File: src/rtl/encoder_pkg.sv
// Shared encoder definitions: action encodings, bit positions within the
// transition code and action word, and the transition decode function.
package encoder_pkg;

    // One-hot action words driven towards the position counter
    localparam logic [3:0] ACT_NONE  = 4'b0000;
    localparam logic [3:0] ACT_INC   = 4'b0001;
    localparam logic [3:0] ACT_DEC   = 4'b0010;
    localparam logic [3:0] ACT_NOCHG = 4'b0100;
    localparam logic [3:0] ACT_ERR   = 4'b1000;

    // Bit positions inside the action word
    localparam int unsigned INC_BIT   = 0;
    localparam int unsigned DEC_BIT   = 1;
    localparam int unsigned NOCHG_BIT = 2;
    localparam int unsigned ERR_BIT   = 3;

    // Field positions inside the transition code {A_prev, B_prev, A_cur, B_cur}
    localparam int unsigned A_PREV_BIT = 3;
    localparam int unsigned B_PREV_BIT = 2;
    localparam int unsigned A_CUR_BIT  = 1;
    localparam int unsigned B_CUR_BIT  = 0;

    // Classify a previous/current phase pair; forward order is 00->01->11->10->00.
    function automatic logic [3:0] decode_transition(input logic [3:0] code,
                                                     input logic       reverse);
        logic [3:0] act;
        case (code)
            4'd1, 4'd7, 4'd14, 4'd8:  act = ACT_INC;
            4'd2, 4'd11, 4'd13, 4'd4: act = ACT_DEC;
            4'd0, 4'd5, 4'd10, 4'd15: act = ACT_NOCHG;
            // Both phases moved at once (3, 6, 9, 12) or the code is not a
            // clean binary value: flag as illegal.
            default:                  act = ACT_ERR;
        endcase
        if (reverse && (act == ACT_INC || act == ACT_DEC)) begin
            act = {act[ERR_BIT], act[NOCHG_BIT], act[INC_BIT], act[DEC_BIT]};
        end
        return act;
    endfunction

endpackage

File: src/rtl/quad_transition_lut.sv
// Combinational 16-entry quadrature transition lookup.
module quad_transition_lut
    import encoder_pkg::*;
#(
    parameter int unsigned REVERSE_DIR = 0
) (
    input  logic [3:0] code,
    output logic [3:0] action
);

    // Table lookup; direction swap is resolved at elaboration time
    always_comb begin
        action = decode_transition(code, REVERSE_DIR != 0);
    end

endmodule

File: src/rtl/state_action_table.sv
// Quadrature encoder transition decoder: classifies {A_prev,B_prev,A_cur,B_cur}
// into a one-hot INC/DEC/NOCHG/ERR action word, optionally registered.
module state_action_table
    import encoder_pkg::*;
#(
    parameter int unsigned REVERSE_DIR = 0,
    parameter int unsigned OUT_REG     = 1
) (
    input  logic       clk,
    input  logic       rst,
    input  logic [3:0] input_bus,
    output logic [3:0] output_bus
);

    logic [3:0] lut_action;

    quad_transition_lut #(
        .REVERSE_DIR(REVERSE_DIR)
    ) u_lut (
        .code  (input_bus),
        .action(lut_action)
    );

    generate
        if (OUT_REG != 0) begin : g_reg
            // Register the action word; reset forces "no action"
            always_ff @(posedge clk) begin
                if (rst) begin
                    output_bus <= ACT_NONE;
                end else begin
                    output_bus <= lut_action;
                end
            end
        end else begin : g_comb
            assign output_bus = lut_action;
        end
    endgenerate

endmodule

File: config.mk
export PLATFORM = sky130hd
export DESIGN_NAME = state_action_table
export DESIGN_NICKNAME = d
export VERILOG_FILES = /design/src/rtl/encoder_pkg.sv /design/src/rtl/quad_transition_lut.sv /design/src/rtl/state_action_table.sv
export SDC_FILE = /design/constraint.sdc
export NUM_CORES = 1
export LEC_CHECK = 0
export CAP_MARGIN = 20
export CORE_AREA = 2 2 39 41
export CTS_CLUSTER_DIAMETER = 50
export DETAILED_ROUTE_END_ITERATION = 12
export DIE_AREA = 0 0 41 43
export PLACE_DENSITY_LB_ADDON = 0.15
export SLEW_MARGIN = 20
export SYNTH_ARGS = -nofsm -noshare
export SYNTH_HDL_FRONTEND = slang
export SYNTH_SLANG_ARGS = --single-unit
File: constraint.sdc
create_clock -name clk -period 0.8 [get_ports clk]
set_clock_uncertainty 0.05 [all_clocks]
set_input_delay 0.08 -clock clk [delete_from_list [all_inputs] [get_ports clk]]
set_output_delay 0.08 -clock clk [all_outputs]
set_load 0.01 [all_outputs]
==> summary.txt, run 1 <==
outcome: finished, final reports clean
YS warnings: 0
Detailed Route Iter0 Violations: 0
Worst-Margin Slew: 0.171 ns
crit path buf inv count: 1
drt wl/cell: 7.00 um
Max Cap Violations: 0
Hold WS: 0.279 ns
relative slew slack: 88.5%
CTS tree: done
Clock Pin Slew Worst Setup and Hold Paths: 0.04 ns
vias in the first global route: 105
Antenna diodes: 0
CP required: 0.67 ns
Synthesized Nets: 18
vias per cell: 3.13
crit path cell chain: buf_2
CP Max Fanout: 1
# port buffers: 9
post-synthesis cell area: 143 sq um
CP max stage cell: dfxtp_1
max FFs per register: 4
CP Capture Type: output port
first-pass GRT wire length: 351 um
CP startpoint: output_bus[1]
min cycle time layout: 0.774 ns
initial core utilization: 10.3%
Pre-Repair DR Iteration Count: 1
IO Pins: 10
H-Tree Depth: 1
# rows: 14
routed wire length: 280 um
commonest non-fill, non-tap cells in the layout: dlygate4sd2_1, buf_2, dfxtp_1
Startpoint Class: register
Worst Hold Launch: input_bus[2]
Via Count: 125
CP Class: reg2out
gpl congestion: 0.604
Post-Syn Area per Cell: 11.9 sq um
Residual DRC: 0
Critical Path Max Stage Delay: 0.28 ns
root buffer cell: clkbuf_4
RSZ-0062 raised after global routing: true
P per Cell Area: 2140 mW/mm^2
Core Footprint: 0.00138 sq mm
Peak supply drop: 0.340 mV
Top reg by flops: output_bus
Seq cells post-synth: 4
max-slew violations: 0
Crit path arrival time: 0.64 ns
f_max: 1290 MHz
die area: 0.00176 sq mm
Chip Width: 41 um
Tcrit/Tclk final: 96.8%
final core utilization: 18.1%
Global Route Usage Sum: 3.71%
synth top area cells: dfxtp_1, xor2_1, and3b_1
initial antenna violation count: 0
Synth cell types: 5
CP top delay family: flip-flops
Yosys top cell by area: dfxtp_1
Layout Cell Area excl Fill: 250 sq um
layout cells sized above 1: 29.2%
setup TNS: 0 ns
Post-Syn Instances: 12
CTS Buffer Depth: 2
sequential-to-total area share from yosys stat: 56.1%
clk sinks: 4
total CTS buffers: 3
final setup vio count: 0
endpoints failing hold: 0
Final Net Count: 32
post-synth top area share: 56.1%
global route total overflow: 0
antenna viol nets, final: 0
Layout area overhead: 75.4%
Final Total Pwr: 535 uW
worst hold path class: in2reg
chip height: 43 um
static leakage power: 0.123 nW
Post-CTS Hold Buffers: 0
largest net degree at the start of global routing: 5
placement-stage cell area: 253 sq um
biggest regs: output_bus: 4 flops
[cell type report]
cell class,instances,area [sq um]
flip-flops and latches,4,80.1
fillers,163,1130
multi-input cells,8,62.6
well taps,16,20.0
clock buffers,3,22.5
repair buffers,9,65.1
[layer usage]
layer | track usage [%] | vias to the layer above | part of all wire (%)
met4 | 8.00 | 0 | 0
met5 | 0 | - | 0
li1 | - | 65 | -
met2 | 4.06 | 10 | 39
met3 | 1.57 | 0 | 24
met1 | 2.88 | 50 | 37
[cell families (layout without fill, tap and decap cells)]
family	count (synthesis)	after routing	share of synthesized area (%)
XOR/XNOR	4	4	24.6
buffers and inverters	0	12	0
flip-flops	4	4	56.1
AND/OR/NAND/NOR	4	4	19.3
[synth_stat cells, drive strengths merged]
library cell,count
and3b,2
dfxtp,4
nor3,2
xor2,3
xnor2,1
[worst paths after layout]
path | endpoint | slack, ns | depth (start not counted)
hold / removal | output_bus[1] | 0.28 | 3
setup / recovery | output_bus[1] | 0.03 | 1
[power breakdown]
part	internal (mW)	switching [mW]	leakage [nW]	total (mW)
Sequential	0.214	0.00244	0.0329	0.216
Combinational	0.0384	0.0332	0.0766	0.0716
Clock	0.168	0.0794	0.0138	0.247
[per-stage QoR]
| stage | setup slack [ns] | std cells |
|---|---|---|
| floorplan | 0.248 | 12 |
| global placement | -0.276 | 37 |
| detailed placement | -0.271 | 37 |
| CTS | 0.00984 | 40 |
| global route | -0.00449 | 40 |
| finish | 0.0260 | 40 |
[repair_timing]
action | 4_1_cts | 5_1_grt
setup buffers | 0 | 0
setup endpoints to repair | 7 | 2
pin swaps | 2 | 0
resized for setup | 20 | 0
Power figures use the tool's default switching activity.
==> run 2, diff against run 1 <==
Settings changed: MAX_ROUTING_LAYER set to met4.
==> results of run 2 <==
Final layout, timing and power as in run 1 (identical DEF).
Main changes from that run: final weighted congestion in routability-driven placement 0.604 -> 0.608; overall routing resource usage 3.71% -> 3.80%
==> run 3, diff against run 2 <==
Settings changed: CTS_CLUSTER_SIZE set to 24.
==> results of run 3 <==
Final layout, timing and power as in run 1 (identical DEF).
Main changes from that run: final weighted congestion in routability-driven placement 0.604 -> 0.608; overall routing resource usage 3.71% -> 3.80%
